==> src/rtl/cmp_minmax_sched_pkg.sv <==
// Shared definitions for the min/max sequencing controller: state encoding
// and its width.
package cmp_minmax_sched_pkg;

    localparam int unsigned STATE_W = 3;

    typedef enum logic [STATE_W-1:0] {
        ST_IDLE    = 3'd0,
        ST_FETCH   = 3'd1,
        ST_CMP_MIN = 3'd2,
        ST_CMP_MAX = 3'd3,
        ST_DONE    = 3'd4
    } state_e;

endpackage

==> src/rtl/CmpZelg.sv <==
// Purely combinational unsigned magnitude comparator shared by the min and
// max passes.
module CmpZelg #(
    parameter int unsigned p_WIDTH = 8
) (
    input  logic [p_WIDTH-1:0] iv_x,
    input  logic [p_WIDTH-1:0] iv_y,
    output logic               o_zero,
    output logic               o_equal,
    output logic               o_less,
    output logic               o_greater
);

    always_comb begin
        o_zero    = (iv_x == '0);
        o_equal   = (iv_x == iv_y);
        o_less    = (iv_x < iv_y);
        o_greater = (iv_x > iv_y);
    end

endmodule

==> src/rtl/cmp_minmax_sched.sv <==
// Streams a run of unsigned samples and tracks min/max with first-occurrence
// indices, time-sharing one comparator between a min pass and a max pass.
module cmp_minmax_sched
    import cmp_minmax_sched_pkg::*;
#(
    parameter int unsigned p_WIDTH     = 8,
    parameter int unsigned p_CNT_WIDTH = 4
) (
    input  logic                   i_clk,
    input  logic                   i_rst,
    input  logic                   i_start,
    input  logic [p_CNT_WIDTH-1:0] iv_len,
    input  logic                   i_valid,
    input  logic [p_WIDTH-1:0]     iv_data,
    output logic                   o_ready,
    output logic                   o_busy,
    output logic                   o_done,
    output logic [p_WIDTH-1:0]     ov_min,
    output logic [p_WIDTH-1:0]     ov_max,
    output logic [p_CNT_WIDTH-1:0] ov_min_idx,
    output logic [p_CNT_WIDTH-1:0] ov_max_idx
);

    state_e                 state_q, state_d;
    logic [p_CNT_WIDTH-1:0] len_q, len_d;
    logic [p_CNT_WIDTH-1:0] cnt_q, cnt_d;
    logic [p_WIDTH-1:0]     sample_q, sample_d;
    logic [p_WIDTH-1:0]     min_q, min_d;
    logic [p_WIDTH-1:0]     max_q, max_d;
    logic [p_CNT_WIDTH-1:0] min_idx_q, min_idx_d;
    logic [p_CNT_WIDTH-1:0] max_idx_q, max_idx_d;
    logic                   ready_q, busy_q, done_q;

    logic [p_WIDTH-1:0]     cmp_y_c;
    logic                   cmp_less_c, cmp_greater_c;
    logic [p_CNT_WIDTH-1:0] cnt_inc_c;

    // Only the max pass compares against the running maximum.
    assign cmp_y_c   = (state_q == ST_CMP_MAX) ? max_q : min_q;
    assign cnt_inc_c = cnt_q + p_CNT_WIDTH'(1);

    CmpZelg #(
        .p_WIDTH (p_WIDTH)
    ) u_cmp (
        .iv_x      (sample_q),
        .iv_y      (cmp_y_c),
        .o_zero    (),
        .o_equal   (),
        .o_less    (cmp_less_c),
        .o_greater (cmp_greater_c)
    );

    always_comb begin
        state_d   = state_q;
        len_d     = len_q;
        cnt_d     = cnt_q;
        sample_d  = sample_q;
        min_d     = min_q;
        max_d     = max_q;
        min_idx_d = min_idx_q;
        max_idx_d = max_idx_q;

        unique case (state_q)
            ST_IDLE: begin
                if (i_start) begin
                    len_d     = iv_len;
                    cnt_d     = '0;
                    min_d     = '0;
                    max_d     = '0;
                    min_idx_d = '0;
                    max_idx_d = '0;
                    state_d   = (iv_len != '0) ? ST_FETCH : ST_DONE;
                end
            end
            ST_FETCH: begin
                if (i_valid) begin
                    sample_d = iv_data;
                    if (cnt_q == '0) begin
                        // First sample seeds both extremes without a compare.
                        min_d     = iv_data;
                        max_d     = iv_data;
                        min_idx_d = '0;
                        max_idx_d = '0;
                        cnt_d     = p_CNT_WIDTH'(1);
                        state_d   = (len_q == p_CNT_WIDTH'(1)) ? ST_DONE : ST_FETCH;
                    end else begin
                        state_d = ST_CMP_MIN;
                    end
                end
            end
            ST_CMP_MIN: begin
                if (cmp_less_c) begin
                    min_d     = sample_q;
                    min_idx_d = cnt_q;
                end
                state_d = ST_CMP_MAX;
            end
            ST_CMP_MAX: begin
                if (cmp_greater_c) begin
                    max_d     = sample_q;
                    max_idx_d = cnt_q;
                end
                cnt_d   = cnt_inc_c;
                state_d = (cnt_inc_c == len_q) ? ST_DONE : ST_FETCH;
            end
            ST_DONE: begin
                state_d = ST_IDLE;
            end
            default: begin
                state_d = ST_IDLE;
            end
        endcase
    end

    always_ff @(posedge i_clk) begin
        if (i_rst) begin
            state_q   <= ST_IDLE;
            len_q     <= '0;
            cnt_q     <= '0;
            sample_q  <= '0;
            min_q     <= '0;
            max_q     <= '0;
            min_idx_q <= '0;
            max_idx_q <= '0;
            ready_q   <= 1'b0;
            busy_q    <= 1'b0;
            done_q    <= 1'b0;
        end else begin
            state_q   <= state_d;
            len_q     <= len_d;
            cnt_q     <= cnt_d;
            sample_q  <= sample_d;
            min_q     <= min_d;
            max_q     <= max_d;
            min_idx_q <= min_idx_d;
            max_idx_q <= max_idx_d;
            ready_q   <= (state_d == ST_FETCH);
            busy_q    <= (state_d != ST_IDLE);
            done_q    <= (state_d == ST_DONE);
        end
    end

    assign o_ready    = ready_q;
    assign o_busy     = busy_q;
    assign o_done     = done_q;
    assign ov_min     = min_q;
    assign ov_max     = max_q;
    assign ov_min_idx = min_idx_q;
    assign ov_max_idx = max_idx_q;

endmodule

==> config.mk <==
export PLATFORM = sky130hd
export DESIGN_NAME = cmp_minmax_sched
export DESIGN_NICKNAME = d
export VERILOG_FILES = /design/src/rtl/cmp_minmax_sched_pkg.sv /design/src/rtl/CmpZelg.sv /design/src/rtl/cmp_minmax_sched.sv
export SDC_FILE = /design/constraint.sdc
export NUM_CORES = 1
export LEC_CHECK = 0
export BUFFER_PORTS_ARGS = -buffer_cell sky130_fd_sc_hd__buf_2
export CAP_MARGIN = 5
export CORE_UTILIZATION = 50
export DETAILED_ROUTE_END_ITERATION = 10
export GPL_TIMING_DRIVEN = 0
export PLACE_DENSITY = 0.68
export SLEW_MARGIN = 25
export SYNTH_ARGS = -nofsm -noshare
export SYNTH_HDL_FRONTEND = slang
export SYNTH_HIERARCHICAL = 1
export SYNTH_SLANG_ARGS = --single-unit
==> constraint.sdc <==
create_clock -name i_clk -period 5.5 [get_ports i_clk]
set_input_delay 0.275 -clock i_clk [delete_from_list [all_inputs] [get_ports i_clk]]
set_output_delay 0.275 -clock i_clk [all_outputs]
set_load 0.01 [all_outputs]
# == Yosys cells after proc, flatten, opt, wreduce, memory -nomap -nowiden ==
# Index checks and enable logic that the tools add are counted.
# word_totals
latch_bits,0
romBits,0
out_inout_bits,27
in_bits,16
register_bits,46
memories,0
ram_bits,0
# classes
eq_ne,12
addsub,1
reduce_logical,11
bitwise_logic,0
magnitude_cmp,2
multipliers,0
div_mod_pow,0
n_mux,25
shifts,0
# op_table
operator,count
2-to-1 mux 8 bit,6
case mux 8 bit (3 select lines),2
case mux 4 bit (3 select lines),3
2-to-1 mux 4 bit,7
2-to-1 mux 3 bit,6
case mux 3 bit (4 select lines),1
inequality test 2 bit (second input constant),5
AND reduction 5 bit,2
nonzero test 3 bit,3
greater-than comparator 8 bit,1
less-than comparator 8 bit,1
== test 3 x 1 -> 1 bit (second input constant),2
== test 3 x 2 -> 1 bit (second input constant),2
adder 4 x 1 -> 4 bit (second input constant),1
== test 4 x 1 -> 1 bit (second input constant),1
== test 4 bit,1
logical NOT 4 bit,1
AND reduction 2 bit,2
AND reduction 4 bit,1
nonzero test 4 bit,1
== test 3 bit (second input constant),1
logical NOT 3 bit,1

# == Longest topological paths before layout ==
# depth
ltp_word,6
mapped_depth,18
mapped_depth_nobuf,14

# == By module ==
# Netlist, hierarchy kept.
# by_module_without_submodules
mod,area_each_um2,n_inst,cells_each
cmp_minmax_sched,2333.5,1,278
CmpZelg,221.5,1,32

# == Worst setup path after synthesis ==
# OpenSTA, ideal clock, no wires.
# synth_timing
path_kind,register -> register
from,register state_q[2]
to,"register max_q[1], in the netlist ov_max[1]"
required_ns,5.353
period_less_slack_ns,2.985
path_stages_with_launch,19
arrival_time_ns,2.838
setup_ns,0.147
setup_slack_ns,2.515
path_cell_list,dfxtp_1 -> nand2b_1 -> clkbuf_1 -> nor2_1 -> buf_2 -> buf_2 -> nand2_1 -> nand2_1 -> inv_1 -> ha_1 -> nor2b_1 -> o211ai_1 -> a21oi_1 -> o21ba_2 -> nand2_1 -> a21boi_2 -> or2_1 -> buf_2 -> a221oi_2
# synth_between
elab_chain_len,5
elab_cells_between_ends,12
cone_classes,order compare: 1; eq/ne: 6; mux: 2; reduce/logical: 3
# synth_rtl
item,line,rtl
"start, declared",cmp_minmax_sched.sv:24,"state_e state_q, state_d;"
"start signal, assigned",cmp_minmax_sched.sv:129,state_q <= state_d;
== test 3 x 2 -> 1 bit,cmp_minmax_sched.sv:39,assign cmp_y_c = (state_q == ST_CMP_MAX) ? max_q : min_q;
2-to-1 mux 8 bit,cmp_minmax_sched.sv:39,
named net cmp_y_c[1],cmp_minmax_sched.sv:34,logic [p_WIDTH-1:0] cmp_y_c;
greater-than comparator 8 bit,CmpZelg.sv:18,o_greater = (iv_x > iv_y);
named net cmp_greater_c,cmp_minmax_sched.sv:35,"logic cmp_less_c, cmp_greater_c;"
inequality test 2 bit (no line),-,
AND reduction 5 bit (no line),-,
"end signal, assigned",cmp_minmax_sched.sv:134,max_q <= max_d;
"end, declared",cmp_minmax_sched.sv:29,"logic [p_WIDTH-1:0] max_q, max_d;"
# The timed path passes the listed nets, and every way through them passes these cells.
# A chain may end at the register's enable or synchronous reset.

# == Worst setup path after layout ==
# layout_timing
from,register state_q[2]
to,"register max_q[2], in the netlist ov_max[2]"
# Same word-level chain as after synthesis.

==> reports/summary.md <==
The post-route antenna net violation count is 0. After clock tree synthesis, the clock-pin slew on the worst setup and hold paths is 80 ps. The die covers 0.00536 mm².

The first global-routing pass estimated 11.0 mm of wire. The region available for standard cell placement spans 0.00482 mm². Setup violations remaining at the end of the flow were counted as 0.

Counting along the longest clock path gives a buffer depth of 2. The cell area after placement was 0.00283 mm². The critical path is of the flop to flop type. The DRC marker count from the first detailed-route iteration is 164.

At the end of routability-driven placement, the weighted congestion stood at 0.909. The tool flagged a number of max-cap violations equal to 0. The tools report the worst slew slack as a fraction of its limit as 0.539. In the detailed route, the total length drawn on met3 is 462 µm.

The smallest clock period supported by the final layout is computed as 3650 ps. The Yosys step of the flow raised 6 warnings. The detailed router put a total of 3.19 mm of wire on met1.

The path category of the worst min-delay check was input pin to flop. The kind of end point of the critical path was a flop. The floorplan step set the die height to 73.2 µm.

The number of port buffers was 42. Post-synthesis to final-layout area growth: 15.2%. The logs give 0 for the aggregate global routing overflow and 0.606 for the core utilization of the finished layout. The number of rows created at floorplan came out at 25.

The tools report the sequential standard cell area as 921 µm². For the least setup slack across all paths after layout, the log shows 1850 ps. TritonCTS built the clock tree. The power per standard cell area works out to 262 mW/mm². The total count of hold-check failures in the final report was 0; the placement-stage worst setup slack was 1910 ps. The count of hold-fix buffers inserted at cts was 0; the maximum clock skew at final layout was 5.67 ps.

The final worst-path cycle share works out to 0.663. The flow ran to the end, and the final reports show no timing, DRC or antenna violations. The first detailed-routing pass ran for 5 iterations. The run gives 0.000764 W as the power consumption.

In the synthesized netlist, the number of instances is 307. The run gives 5660 ps as the critical path required time. Setup repair after global routing left no endpoint under its margin. The run gives 0 as the final max-slew violation count.

In this run the mean area of a mapped cell was 8.26 µm². The post-layout net count is 382. The H-tree was split into 2 levels. Timing would allow up to 274 MHz.

The CTS root buffer is sky130_fd_sc_hd__clkbuf_8. In the final layout, the multi-input gates occupy 0.00145 mm². After synthesis the cells add up to 0.00254 mm². The layout cell share with drive strength beyond 1 was 0.221; the count of buffers added by post-CTS timing repair for setup was 0. The via count of the first global-routing pass was 2230; the routed wirelength normalized by instance count was 16.4 µm. The highest net fanout along the worst path is 10. After routing the design area is 0.00292 mm². The leakage power of the design was 1.19 nW; the largest net degree at the start of global routing was 14.

After legalization and detailed placement, the total HPWL measured 5.10 mm. The later pin in the worst-skew pair is clocked with a latency of 300 ps. The tools report the total nets after synthesis as 333. The global router's overall resource usage is 0.275, and the die span in x is 73.2 µm. In the routed design, unresolved DRC markers number 0. CTS saw 46 sinks. The final route contains 2510 vias. Gates resized during post-CTS repair numbered 0. The number of vias per cell after detailed routing works out to 5.92. The highest signal layer in the routed design is met4. The filler cell count is 478, and the post-detailed-routing wire length is 6.96 mm. The repair_antennas step left the layout with diodes totalling 0. VDD sags by at most 0.135 mV. Pin placement for this block handled 43 I/O pins. STA puts the critical path data arrival time at 3800 ps. For the initial antenna violation count, the log shows 0. Setup TNS after final layout: 0 ps. In the detailed route, the total length drawn on met2 is 3.22 mm. The type of origin of the critical path is a flop. Clock tree synthesis inserted a total of 5 buffers. The transition time at the pin with the least slew margin was 692 ps; the initial core utilization was 0.526.
## final timing paths
kind	end	cells after the start	slack (ps)	start
max	ov_max[2]	18	1850	state_q[2]
min	len_q[0]	3	220	iv_len[0]
max reg2reg	ov_max[2]	18	1850	state_q[2]
min reg2reg	ov_min_idx[0]	2	480	ov_min_idx[0]
## power breakdown
part | leakage (nW) | switching, W | internal (W)
registers | 0.376 | 0.0000165 | 0.000354
clock network | 0.0482 | 0.000114 | 0.000102
logic | 0.762 | 0.000106 | 0.0000719
total | 1.19 | 0.000237 | 0.000528
## critical path, cell delays in order, from the launching register on
cell	delay [ps]
sky130_fd_sc_hd__dfxtp_1	340
sky130_fd_sc_hd__nand2b_1	140
sky130_fd_sc_hd__clkbuf_1	200
sky130_fd_sc_hd__nor2_1	230
sky130_fd_sc_hd__buf_2	290
sky130_fd_sc_hd__buf_2	290
sky130_fd_sc_hd__nand2_1	80
sky130_fd_sc_hd__nand2_1	60
sky130_fd_sc_hd__inv_1	50
sky130_fd_sc_hd__ha_1	280
sky130_fd_sc_hd__nor2b_1	130
sky130_fd_sc_hd__o211ai_1	150
sky130_fd_sc_hd__a21oi_1	110
sky130_fd_sc_hd__o21ba_2	220
sky130_fd_sc_hd__nand2_1	80
sky130_fd_sc_hd__a21boi_2	310
sky130_fd_sc_hd__or2_1	150
sky130_fd_sc_hd__buf_2	280
sky130_fd_sc_hd__a221oi_2	100
## cell type report
class / instances / area share
plain buffers: 24 / 0.0403
clock buffers: 7 / 0.0296
clock inverters: 1 / 0.00171
inverters: 13 / 0.0167
multi-input cells: 224 / 0.496
flip-flops and latches: 46 / 0.315
well taps: 67 / 0.0287
repair buffers: 42 / 0.0719
## sequential cells by signal, summed over array words and instances, names as in the netlist
register	flops
ov_max	8
ov_min	8
sample_q	8
cnt_q	4
len_q	4
ov_max_idx	4
ov_min_idx	4
state_q	3
o_busy	1
o_done	1
o_ready	1
## layout by cell type (no fill, tap or decap), drive strengths merged, types with 8 or more instances in the layout
master / n
a21oi: 39
a221oi: 9
a22oi: 16
a311oi: 8
buf: 57
clkbuf: 16
dfxtp: 46
ha: 10
inv: 13
nand2: 55
nor2: 17
o21ai: 9
## routing by layer
layer,GRT usage,up-vias
li1,-,1214
met1,0.376,1194
met2,0.449,93
met3,0.0345,9
met4,0.0893,0
met5,0,-
## per-stage QoR
| stage | std cells | hold slack [ps] |
|---|---|---|
| finish | 424 | 219 |
| global route | 424 | 229 |
| CTS | 424 | 218 |
| detailed placement | 416 | 472 |
| global placement | 416 | 459 |
| floorplan | 307 | 411 |
Note: power is estimated with default switching activity, not from simulation.
